==> config.mk <==
export PLATFORM = sky130hd
export DESIGN_NAME = reg_universal_flat
export DESIGN_NICKNAME = d
export VERILOG_FILES = /design/src/rtl/reg_universal_pkg.sv /design/src/rtl/reg_universal_if.sv /design/src/rtl/reg_universal_bit_cell.sv /design/src/rtl/reg_universal.sv /design/src/flat_wrapper.sv
export SDC_FILE = /design/constraint.sdc
export NUM_CORES = 1
export LEC_CHECK = 0
export ABC_AREA = 0
export CAP_MARGIN = 20
export CORE_ASPECT_RATIO = 1.5
export CORE_MARGIN = 5
export CORE_UTILIZATION = 46
export CTS_CLUSTER_SIZE = 25
export DETAILED_ROUTE_END_ITERATION = 7
export PLACE_DENSITY = 0.83
export SLEW_MARGIN = 25
export SYNTH_ARGS = -nofsm -noshare
export SYNTH_HDL_FRONTEND = slang
export SYNTH_SLANG_ARGS = --single-unit
==> constraint.sdc <==
create_clock -name clk -period 2.84 [get_ports clk]
set_input_delay 0.568 -clock clk [delete_from_list [all_inputs] [get_ports clk]]
set_output_delay 0.568 -clock clk [all_outputs]
set_load 0.03 [all_outputs]
==> src/rtl/reg_universal_pkg.sv <==
// Shared types for the universal register: op encodings and printable op names.
package reg_universal_pkg;

  typedef enum logic [2:0] {
    OP_HOLD = 3'b000,
    OP_LOAD = 3'b001,
    OP_SHL  = 3'b010,
    OP_SHR  = 3'b011,
    OP_ROL  = 3'b100,
    OP_ROR  = 3'b101,
    OP_INC  = 3'b110,
    OP_DEC  = 3'b111
  } op_t;

  // Four ASCII chars per entry, indexed by op encoding
  localparam logic [0:7][31:0] OP_NAME = '{
    "HOLD", "LOAD", " SHL", " SHR", " ROL", " ROR", " INC", " DEC"
  };

  function automatic logic [31:0] op_name(input op_t o);
    return OP_NAME[o];
  endfunction

endpackage

==> src/rtl/reg_universal_if.sv <==
// Control/data bundle for reg_universal; the datapath owner drives the master side.
interface reg_universal_if
  import reg_universal_pkg::*;
#(
  parameter int WIDTH = 8
);
  logic             ena;
  op_t              op;
  logic [WIDTH-1:0] d;
  logic             sin;
  logic [WIDTH-1:0] q;
  logic             cout;
  logic             zero;

  modport master (output ena, op, d, sin, input  q, cout, zero);
  modport slave  (input  ena, op, d, sin, output q, cout, zero);
endinterface

==> src/rtl/reg_universal_bit_cell.sv <==
// One storage bit with synchronous clear to its own reset value and a clock enable.
module reg_bit_cell #(
  parameter logic RST_BIT = 1'b0
) (
  input  logic clk,
  input  logic clr,
  input  logic ena,
  input  logic d,
  output logic q
);
  always_ff @(posedge clk) begin
    if (clr)      q <= RST_BIT;
    else if (ena) q <= d;
  end
endmodule

==> src/rtl/reg_universal.sv <==
// WIDTH-bit register with load/shift/rotate/count ops, registered carry-out, zero flag.
module reg_universal
  import reg_universal_pkg::*;
#(
  parameter int          WIDTH   = 8,
  parameter logic [63:0] RST_VAL = '0
) (
  input  logic            clk,
  input  logic            clr,
  reg_universal_if.slave  bus
);
  logic [WIDTH-1:0] q, nq;
  logic             cout_r, nc;

  always_comb begin
    nq = q;
    nc = cout_r;
    case (bus.op)
      OP_HOLD: ;
      OP_LOAD: begin nq = bus.d;                    nc = 1'b0;       end
      OP_SHL:  begin nq = {q[WIDTH-2:0], bus.sin};  nc = q[WIDTH-1]; end
      OP_SHR:  begin nq = {bus.sin, q[WIDTH-1:1]};  nc = q[0];       end
      OP_ROL:  begin nq = {q[WIDTH-2:0], q[WIDTH-1]}; nc = q[WIDTH-1]; end
      OP_ROR:  begin nq = {q[0], q[WIDTH-1:1]};     nc = q[0];       end
      // Carry falls out of the extra top bit of a WIDTH+1 add
      OP_INC:  {nc, nq} = {1'b0, q} + {{WIDTH{1'b0}}, 1'b1};
      OP_DEC:  begin
        nq = q - {{(WIDTH-1){1'b0}}, 1'b1};
        nc = (q == '0);
      end
      default: ;
    endcase
  end

  for (genvar i = 0; i < WIDTH; i++) begin : g_bit
    reg_bit_cell #(.RST_BIT(RST_VAL[i])) u_cell (
      .clk (clk),
      .clr (clr),
      .ena (bus.ena),
      .d   (nq[i]),
      .q   (q[i])
    );
  end

  always_ff @(posedge clk) begin
    if (clr)          cout_r <= 1'b0;
    else if (bus.ena) cout_r <= nc;
  end

  assign bus.q    = q;
  assign bus.cout = cout_r;
  assign bus.zero = (q == '0);

endmodule

==> src/flat_wrapper.sv <==
// flat-port wrapper written by rule: the top's interface ports become plain ports
module reg_universal_flat import reg_universal_pkg::*;
#(
  parameter int          WIDTH   = 8,
  parameter logic [63:0] RST_VAL = '0
)
  (clk, clr, bus_ena, bus_op, bus_d, bus_sin, bus_q, bus_cout, bus_zero);
  reg_universal_if #(.WIDTH(WIDTH)) bus_i ();
  input  logic clk;
  input  logic clr;
  input wire logic [$bits(bus_i.ena)-1:0] bus_ena;
  input wire logic [$bits(bus_i.op)-1:0] bus_op;
  input wire logic [$bits(bus_i.d)-1:0] bus_d;
  input wire logic [$bits(bus_i.sin)-1:0] bus_sin;
  output wire logic [$bits(bus_i.q)-1:0] bus_q;
  output wire logic [$bits(bus_i.cout)-1:0] bus_cout;
  output wire logic [$bits(bus_i.zero)-1:0] bus_zero;
  assign bus_i.ena = bus_ena;
  assign bus_i.op = bus_op;
  assign bus_i.d = bus_d;
  assign bus_i.sin = bus_sin;
  assign bus_q = bus_i.q;
  assign bus_cout = bus_i.cout;
  assign bus_zero = bus_i.zero;
  reg_universal #(.WIDTH(WIDTH), .RST_VAL(RST_VAL)) u_core (.clk(clk), .clr(clr), .bus(bus_i));
endmodule
# ---- Word-level counts from Yosys, hierarchy flattened
# Cells that the tools add are included.
dict set report classes {
  n_addsub 2
  n_eq_ne 7
  muxes 2
  reduce_logical 7
}
# op count
set ops {}
lappend ops {{one-hot mux 8 bit (7 select lines)} 1}
lappend ops {{== test 3 bit (second input constant)} 4}
lappend ops {{adder 8 x 1 -> 9 bit (second input constant)} 1}
lappend ops {{logical NOT 8 bit} 1}
lappend ops {{subtractor 8 x 1 -> 8 bit (second input constant)} 1}
lappend ops {{nonzero test 7 bit} 1}
lappend ops {{== test 3 x 2 -> 1 bit (second input constant)} 2}
lappend ops {{one-hot mux 1 bit (5 select lines)} 1}
lappend ops {{nonzero test 5 bit} 1}
lappend ops {{AND reduction 2 bit} 2}
lappend ops {{OR reduction 2 bit} 2}
lappend ops {{== test 3 x 1 -> 1 bit (second input constant)} 1}
dict set report word_totals {
  register_bits 9
  word_cells 27
}

# ---- Depth between registers and ports, before layout
# Gate-level depths: netlist of run 1.
dict set report logic_depth {
  depth_word 4
  depth_mapped 8
  mapped_depth_nobuf 7
}

# ---- Hierarchy
# A second synthesis of run 1 with hierarchy kept.
dict set report hier_totals {
  hier_cells 162
  hier_area_um2 1157.4
}
# mod instances cells_per_inst area_each_um2 seq_area_each_um2
set by_module_without_submodules {}
lappend by_module_without_submodules {reg_universal 1 138 887.1 20.0}
lappend by_module_without_submodules {reg_bit_cell 8 3 33.8 20.0}

# ---- Worst setup path after synthesis of run 1
# No wires, ideal clock.
dict set report synth_timing {
  kind {reg2out}
  start {reg u_core.g_bit[5].u_cell.q}
  end {out bus_zero}
  arrival_ps 1582
  required_time_ps 2272
  setup_slack_ps 690
  path_stages_with_launch 4
  path_buffers 1
  cell_sequence {dfxtp_1 > buf_2 > or4_4 > nor4b_2}
}
dict set report synth_between {
  elab_chain_cells 1
}
# element line_no
set synth_rtl {}
lappend synth_rtl {{from (decl)} reg_universal_bit_cell.sv:9} ;# output logic q
lappend synth_rtl {{from (signal assigned)} reg_universal_bit_cell.sv:12} ;# if (clr) q <= RST_BIT;
lappend synth_rtl {{from (signal assigned)} reg_universal_bit_cell.sv:13} ;# else if (ena) q <= d;
lappend synth_rtl {{logical NOT 8 bit} reg_universal.sv:52} ;# assign bus.zero = (q == '0);
lappend synth_rtl {{to (decl)} flat_wrapper.sv:17} ;# output wire logic [$bits(bus_i.zero)-1:0] bus_zero;
# Every way passes these cells.

# ---- Worst setup path in the final report of run 1
dict set report layout_timing {
  start {reg u_core.g_bit[2].u_cell.q}
  end {out bus_zero}
}
dict set report layout_between {
  elab_chain_cells 1
}
# element line_no
set layout_rtl {}
lappend layout_rtl {{from (decl)} reg_universal_bit_cell.sv:9}
lappend layout_rtl {{from (signal assigned)} reg_universal_bit_cell.sv:12}
lappend layout_rtl {{from (signal assigned)} reg_universal_bit_cell.sv:13}
lappend layout_rtl {{logical NOT 8 bit} reg_universal.sv:52}
# Every way passes these cells.

==> impl_metrics.ini, run 1 <==
[run_status]
status = completed

[critical_path]
worstPathArrival_ns = 1.79
startpoint = u_core.g_bit[2].u_cell.q
required_ns = 2.27
slowest_stage = or4_4
slowest_delay_ns = 0.56
cp-end-kind = output pin
reg2reg_from = u_core.g_bit[1].u_cell.q
crit_chain = or4_4 > nor4b_2 > dlymetal6s2s_1
startpoint_type = register
crit_type = register to output pin
cp_max_fo = 2

[cts]
cts-buffers-inserted = 3
clk_pin_slew_worst_paths_ns = 0.06
cts_tree = built
cts_hold_buf = 0
ctsResizeCount = 0
h-tree-depth = 1
cts_setup_buffers = 0
cts_sinks = 9
cts_root_buffer = clkbuf_4
insertion_delay_ns = 0.27
cts_max_path_buffers = 2

[synth]
synth_xor_area_share_pct = 3.279
synthAdderAreaFrac_pct = 3.513
synthFlopType = dfxtp_1
synth_top_area_share_pct = 16.86
synth_compound_area_share_pct = 30.44
synth_area_leaders = dfxtp_1 (17%), a21oi_1 (6.1%), buf_4 (5.6%), nor2_1 (4.6%), ha_1 (3.5%)
synth_area_mm2 = 0.001069
ys_ff_latch = 9
ys_types = 53
async_flop_share_pct = 0
syn-num-nets = 161
yosysSeqAreaShare_pct = 16.86
synthCells = 143
yosys_warnings = 0
synth_top_family_by_area = compound AO/OA/AOI/OAI gates
synth.avg_cell_area_um2 = 7.472
synth-edff-count = 0
synth_area_leader_cell = dfxtp_1
synthSimpleGateAreaFrac_pct = 26.70
synth_mux_area_share_pct = 6.089

[cells_and_area]
fillCellCount = 190
final_cell_count_no_fill = 182
postLayoutCoreUtil_pct = 59.10
final_common_cell = clkdlybuf4s50_1
final_cell_mix = clkdlybuf4s50_1 (23), nor2_1 (13), a21oi_1 (13), buf_4 (10), dfxtp_1 (9)
diodes = 0
ff_latch_area_um2 = 180.2
synthToLayoutAreaGrowth_pct = 23.54
drive_gt1_share_pct = 11.95
nets = 178
multiInputGateArea_um2 = 748.2

[routing]
avgRoutedWirePerCell_um = 16.76
route.vias.total = 1198
routed_wl_um = 3051
final_antenna_net_count = 0
first_pass_iters = 6
via_per_inst = 6.582
drtIter0Drc = 118
drc = 0

[sta]
setup_ws_ns = 0.4802
fmax_mhz = 423.8
drv_slew = 0
setup_viol = 0
hold_viol = 0
tightestPinTransition_ns = 0.5535
fin_tns_setup_ns = 0
rsz0062_at_grt = false
holdWs_ns = 0.4980
timing.slew.headroom_pct = 62.71
final.period_utilization_pct = 83.09
skew_ns = 0.006516
fin_crit_ns = 2.360

[pwr]
p_leak_nw = 0.4928
clkPwrFrac_pct = 20.9
p_seq_share_pct = 31.0
internal_power_uw = 296.7
p_sw_share_pct = 38.58
vdd_drop_max_mv = 0.1945
combPwrFrac_pct = 48.1
power_density_mw_per_mm2 = 365.9
power_switching_uw = 186.3

[grt]
grt_overflow = 0
grt_use_met2_pct = 29.41
gr-usage-met3_pct = 2.371
grt-busiest-layer = met2
grt_usage_pct = 17.22
grt_pass1_wl_um = 4892
antenna_found_initial = 0
grt_max_degree = 14
grt_pass1_vias = 1098
grt_util_met1_pct = 19.55

[die]
start_util_pct = 47.84
rows = 21
chipWidth_um = 49.35
core-area_mm2 = 0.002233
die_h_um = 69.03
die_area_mm2 = 0.003407
io_pins = 25

[placement]
place_congestion = 0.9232
dp_slack_ns = 0.3602
dp_hpwl_um = 2285
portBuffers = 24
placedCellCount = 178

[min_path]
hold_start = u_core.bus.cout
hp-class = register to register

[flow_run]
drv_cap = 0
-- cell type report --
type | instances | share of cell area (%)
multi-input combinational | 107 | 56.68
timing repair buffer | 34 | 24.08
sequential | 9 | 13.65
tap | 23 | 2.180
clock buffer | 4 | 1.991
inverter | 5 | 1.422
-- worst max-delay path, delay by kind of cell (launching register included) --
family,cells,cell delay [ns]
buffers and inverters,1,0.34
flip-flops,1,0.31
AND/OR/NAND/NOR,2,0.87
-- registers in the layout (all words and copies together), names as in the netlist --
name	cells
u_core.bus.cout	1
u_core.g_bit.u_cell.q	8
-- cell usage after synthesis, types with 2 or more instances --
cell      number
inv_1          5
mux2_1         2
o32ai_1        2
o22ai_1        4
mux2_2         2
ha_1           3
nand2_1        5
clkbuf_1       5
xor2_1         3
a21oi_1       13
nor4_1         2
a21boi_0       2
dfxtp_1        9
mux2i_1        2
nor3_1         4
buf_2          7
o21ai_0        3
a311oi_1       3
nand2b_1       4
nor2b_1        5
nor2_1        13
nand3_1        3
buf_4          8
a211oi_1       4
buf_1          2
-- routing by layer --
| metal | vias up | share of wire (%) |
|---|---|---|
| met1 | 542 | 38 |
| met5 | - | 0 |
| met4 | 0 | 4.0 |
| met3 | 10 | 9.7 |
| li1 | 559 | - |
| met2 | 87 | 48 |
-- cells by family (layout without fill, tap and decap cells) --
logic type      Yosys count  count (layout)
compound gates           46              46
xor+xnor                  4               4
fa+ha+maj                 3               3
buf+inv                  27              43
flops                     9               9
mux                       6               6
simple gates             48              48
-- per-stage QoR --
stage / power [mW] / cell area (um2)
after floorplan: 0.3095 / 1069
after global placement: 0.3759 / 1291
after detailed placement: 0.3793 / 1291
after CTS: 0.4770 / 1318
after global routing: 0.5055 / 1320
final: 0.4830 / 1320
-- power by group through the flow --
stage / sequential, mW / combinational (mW) / clock [mW]
floorplan: 0.147 / 0.162 / 0
global placement: 0.152 / 0.224 / 0
detailed placement: 0.152 / 0.227 / 0
CTS: 0.149 / 0.228 / 0.0992
global route: 0.152 / 0.247 / 0.107
finish: 0.150 / 0.232 / 0.101
-- final timing paths --
check        slack [ns]  depth (start not counted)                        to
min reg2reg        0.50                          2           u_core.bus.cout
max                0.48                          3                  bus_zero
min                0.50                          2           u_core.bus.cout
max reg2reg        0.79                          6  u_core.g_bit[4].u_cell.q
(Power assumes the default switching activity.)
==> run 2, diff against run 1 <==
--- a/config.mk
+++ b/config.mk
@@ -9,10 +9,10 @@
 export CAP_MARGIN = 20
 export CORE_ASPECT_RATIO = 1.5
 export CORE_MARGIN = 5
-export CORE_UTILIZATION = 46
+export CORE_UTILIZATION = 45
 export CTS_CLUSTER_SIZE = 25
 export DETAILED_ROUTE_END_ITERATION = 7
-export PLACE_DENSITY = 0.83
+export PLACE_DENSITY = 0.84
 export SLEW_MARGIN = 25
 export SYNTH_ARGS = -nofsm -noshare
 export SYNTH_HDL_FRONTEND = slang
==> constraint.sdc (replaced) <==
create_clock -name clk -period 2.1 [get_ports clk]
set_input_delay 0.42 -clock clk [delete_from_list [all_inputs] [get_ports clk]]
set_output_delay 0.42 -clock clk [all_outputs]
set_load 0.03 [all_outputs]
==> run 2 against run 1 <==
Flip-flop and latch count unchanged. Sequential power up 29%. Register-to-register slack got worse by 0.48 ns. Critical path type unchanged. Combinational power is 56% higher. Critical path depth did not move. Wire length rose by 4.7%. Largest cell class unchanged. Worst setup slack got worse by 0.45 ns. Sequential share of layout area fell by 1.5 points. Via count increased by 6.8%. Clock power grew 33%. Global-route usage up 1.7 points. Utilization grew 6.6 points.
==> impl_metrics.ini, run 2 (synthesis gave the netlist of run 1 again) <==
[pwr]
p_total_uw = 691.0
p_leak_nw = 0.5926
power_density_mw_per_mm2 = 465.3
vdd_drop_max_mv = 0.1901

[grt]
grt_util_met1_pct = 20.80
grt_pass1_vias = 1283
grt_max_degree = 13
antenna_found_initial = 0
grt_overflow = 0
gr-usage-met3_pct = 1.935
grt_usage_pct = 18.91
grt_use_met2_pct = 32.44
grt_pass1_wl_um = 5402
grt-busiest-layer = met2

[flow_run]
drv_cap = 0

[sta]
fmax_mhz = 483.0
timing.slew.headroom_pct = 74.29
final.period_utilization_pct = 98.59
fin_crit_ns = 2.070
drv_slew = 0
skew_ns = 0.008123
rsz0062_at_grt = true
hold_viol = 0
setup_viol = 0
fin_tns_setup_ns = 0
tightestPinTransition_ns = 0.3803

[die]
rows = 21
chipWidth_um = 49.79
io_pins = 25
die_h_um = 69.68
core-area_mm2 = 0.002260
start_util_pct = 47.29
die_area_mm2 = 0.003469

[min_path]
hp-class = register to register
hold_start = u_core.bus.cout
hold_depth = 2
min_to = u_core.bus.cout

[cells_and_area]
final_cell_count_no_fill = 203
synthToLayoutAreaGrowth_pct = 38.99
diodes = 0
nets = 199
final_cell_mix = buf_4 (31), clkdlybuf4s50_1 (23), nor2_1 (13), a21oi_1 (13), dfxtp_1 (9)
drive_gt1_share_pct = 22.78
fillCellCount = 192
final_common_cell = buf_4
largest-register = u_core.g_bit.u_cell.q
largest_reg_flops = 8

[routing]
via_per_inst = 6.300
first_pass_iters = 5
drc = 0
route.vias.total = 1279
routed_wl_um = 3194
drtIter0Drc = 90
avgRoutedWirePerCell_um = 15.73
final_antenna_net_count = 0

[critical_path]
cp_max_fo = 2
reg2reg_to = u_core.g_bit[4].u_cell.q
cp-end-kind = output pin
slowest_delay_ns = 0.57
reg2reg_from = u_core.g_bit[0].u_cell.q
startpoint_type = register
crit_chain = or4_4 > nor4b_4 > buf_6
required_ns = 1.68
reg2regPathDepth = 6
slowest_stage = or4_4
worstPathArrival_ns = 1.65
r2r_setup_slack_ns = 0.31
crit_type = register to output pin

[placement]
dp_hpwl_um = 2571
place_congestion = 0.9116
placedCellCount = 199
portBuffers = 24

[run_status]
status = completed

[cts]
cts_hold_buf = 0
insertion_delay_ns = 0.26
clk_pin_slew_worst_paths_ns = 0.06
cts_root_buffer = clkbuf_4
cts_setup_buffers = 0
cts-buffers-inserted = 3
cts_tree = built
cts_max_path_buffers = 2
h-tree-depth = 1
cts_sinks = 9
-- run 2: layer usage --
metal | up-vias | wire (um)
met5 | - | 0
met4 | 0 | 132
met3 | 19 | 272
met2 | 82 | 1627
met1 | 572 | 1161
li1 | 606 | -
-- run 2: metrics by stage --
stage / setup WS, ns / hold WS, ns / instance area [um2] / utilization (%)
after global placement: -0.04127 / 0.4781 / 1446 / 64.01
after CTS: 0.001502 / 0.5036 / 1481 / 65.56
after detailed placement: -0.02639 / 0.4956 / 1446 / 64.01
final: 0.02957 / 0.4949 / 1485 / 65.73
after global routing: -0.01053 / 0.5239 / 1485 / 65.73
after floorplan: 0.07576 / 0.6106 / 1069 / -
-- run 2: final cells by class --
cell class,count,area (um2),share of cell area (%)
multi-input combinational,107,757.0,50.97
timing repair buffer,55,474.2,31.93
sequential,9,180.2,12.13
tap,23,28.78,1.938
clock buffer,4,26.28,1.769
inverter,5,18.77,1.264
-- run 2: worst max-delay path: cells and delay by family (launching register included) --
family / cells / cell delay (ns)
flops: 1 / 0.31
simple gates: 2 / 0.89
buf+inv: 1 / 0.18
-- run 2: worst max path at each step --
stage | endpoint | slack, ns | cells after the start | start
after floorplan | u_core.bus.cout | 0.08 | 5 | u_core.g_bit[5].u_cell.q
after global placement | u_core.g_bit[5].u_cell.q | -0.04 | 7 | bus_op[2]
after detailed placement | u_core.g_bit[1].u_cell.q | -0.03 | 7 | bus_op[0]
after CTS | bus_zero | 0.002 | 3 | u_core.g_bit[2].u_cell.q
after global routing | bus_zero | -0.01 | 3 | u_core.g_bit[2].u_cell.q
final | bus_zero | 0.03 | 3 | u_core.g_bit[2].u_cell.q
-- run 2: timing repair --
| action | CTS | global route |
|---|---|---|
| cloned | 0 | 0 |
| setup endpoints to repair | 1 | 1 |
| gates resized for setup | 1 | 1 |
-- run 2: where the power goes --
group,switching (mW),internal (mW),leakage [nW],total [mW]
clock network,0.0608,0.0732,0.0150,0.134
logic,0.186,0.177,0.504,0.363
registers,0.0102,0.184,0.0739,0.194
==> run 3, diff against run 2 <==
--- a/config.mk
+++ b/config.mk
@@ -13,6 +13,7 @@
 export CTS_CLUSTER_SIZE = 25
 export DETAILED_ROUTE_END_ITERATION = 7
 export PLACE_DENSITY = 0.84
+export REMOVE_ABC_BUFFERS = 1
 export SLEW_MARGIN = 25
 export SYNTH_ARGS = -nofsm -noshare
 export SYNTH_HDL_FRONTEND = slang
==> run 3 against run 2 <==
Clock power up 8%. Die area stayed put. Fmax grew 0.50%. Cell area decreased by 0.59%. Utilization shrank 0.39 points. Non-clock buffer count fell by 3. Final cell count fell by 1.5%. Worst setup slack improved by 0.010 ns. Combinational power is 4% higher. Critical path depth stayed put. Clock-buffer cell count did not move. Critical path type unchanged. Largest cell class unchanged.
==> impl_metrics.ini, run 3 (synthesis gave the netlist of run 1 again) <==
[pwr]
clkPwrFrac_pct = 20.2
internal_power_uw = 440.0
p_total_uw = 716.7
power_density_mw_per_mm2 = 485.4
power_switching_uw = 276.7
p_seq_share_pct = 27.0
p_leak_nw = 0.5836
p_sw_share_pct = 38.61
combPwrFrac_pct = 52.7
vdd_drop_max_mv = 0.3624

[die]
rows = 21
start_util_pct = 47.29
chipWidth_um = 49.79
die_area_mm2 = 0.003469
die_h_um = 69.68
core-area_mm2 = 0.002260
io_pins = 25

[critical_path]
worstPathArrival_ns = 1.64
cp_max_fo = 2
r2r_setup_slack_ns = 0.27
crit_type = register to output pin
reg2regPathDepth = 6
required_ns = 1.68
reg2reg_from = u_core.g_bit[3].u_cell.q
reg2reg_to = u_core.g_bit[7].u_cell.q
startpoint_type = register
cp-end-kind = output pin
startpoint = u_core.g_bit[3].u_cell.q

[routing]
via_per_inst = 6.215
routed_wl_um = 3551
drtIter0Drc = 38
drc = 0
final_antenna_net_count = 0
avgRoutedWirePerCell_um = 17.76
first_pass_iters = 4
route.vias.total = 1243

[grt]
grt_usage_pct = 21.29
grt_overflow = 0
grt_max_degree = 21
grt_pass1_vias = 1267
antenna_found_initial = 0
grt_pass1_wl_um = 6016

[cts]
cts_tree = built
h-tree-depth = 1
cts_hold_buf = 0
cts_sinks = 9
insertion_delay_ns = 0.27
cts_max_path_buffers = 2
clk_pin_slew_worst_paths_ns = 0.07
cts_root_buffer = clkbuf_4
cts-buffers-inserted = 3

[sta]
fin_crit_ns = 2.060
drv_slew = 0
timing.slew.headroom_pct = 71.30
rsz0062_at_grt = true
setup_viol = 0
final.period_utilization_pct = 98.10
holdWs_ns = 0.5054
skew_ns = 0.002063
hold_viol = 0
tightestPinTransition_ns = 0.4245
fmax_mhz = 485.4

[flow_run]
drv_cap = 0

[cells_and_area]
final_cell_mix = buf_4 (27), clkdlybuf4s50_1 (23), nor2_1 (13), a21oi_1 (13), dfxtp_1 (8)
largest-register = u_core.g_bit.u_cell.q
nets = 196
diodes = 0
drive_gt1_share_pct = 22.03
largest_reg_flops = 8
synthToLayoutAreaGrowth_pct = 38.17
final_common_cell = buf_4

[run_status]
status = completed

[placement]
portBuffers = 24
dp_hpwl_um = 2635
place_congestion = 0.9113

[min_path]
min_to = u_core.bus.cout
hp-class = register to register
hold_start = u_core.bus.cout
hold_depth = 2
-- run 3: cell count changes in the layout (fill, tap and decap cells not counted), sizes merged --
cell	previous run	this run
buf	32	29
-- run 3: metrics by stage --
stage               cells  setup WS (ns)  util (%)  setup TNS, ns  instance area (um2)
global route          200       -0.01683     65.34       -0.01683                 1476
finish                200        0.03982     65.34              0                 1476
detailed placement    194       -0.05611     62.90        -0.1663                 1421
CTS                   200        0.01071     65.12              0                 1471
global placement      194       -0.07149     62.90        -0.1865                 1421
floorplan             121        -0.1495         -        -0.2764                947.2
-- run 3: timing repair --
| item | 4_1_cts | 5_1_grt |
|---|---|---|
| resized for setup | 1 | 2 |
| pin swaps | 2 | 2 |
| setup endpoints to repair | 1 | 1 |
| endpoints found under the hold margin | 0 | 0 |
| setup buffers | 2 | 0 |
-- run 3: how the worst max path moves through the flow --
stage	to	cells after the start
detailed placement	u_core.g_bit[7].u_cell.q	6
global placement	u_core.g_bit[5].u_cell.q	6
CTS	bus_zero	3
finish	bus_zero	3
floorplan	u_core.bus.cout	4
global route	bus_zero	3
-- run 3: routing by layer --
| metal | share of wire (%) | track usage, % | vias up | routed length (um) |
|---|---|---|---|---|
| li1 | - | - | 596 | - |
| met1 | 41 | 27.13 | 590 | 1458 |
| met2 | 52 | 35.84 | 50 | 1837 |
| met3 | 5.2 | 2.151 | 7 | 183 |
| met4 | 2.1 | 7.872 | 0 | 73 |
| met5 | 0 | 0 | - | 0 |
-- run 3: layout make-up --
type / count / area (um2)
timing repair buffer: 52 / 464.2
clock buffer: 4 / 26.28
multi-input combinational: 107 / 757.0
tap: 23 / 28.78
sequential: 9 / 181.4
fill: 197 / 783.3
inverter: 5 / 18.77
-- run 3: critical path, stage by stage, from the launching register on --
cell	delay, ns
dfxtp_2	0.32
or4_4	0.56
nor4b_4	0.32
buf_6	0.17
-- run 3: power groups by stage --
stage	registers [mW]	logic [mW]	clock network, mW
after floorplan	0.239	0.141	0
after global placement	0.196	0.341	0
after detailed placement	0.196	0.349	0
after CTS	0.193	0.370	0.144
after global routing	0.196	0.402	0.163
final	0.194	0.378	0.145
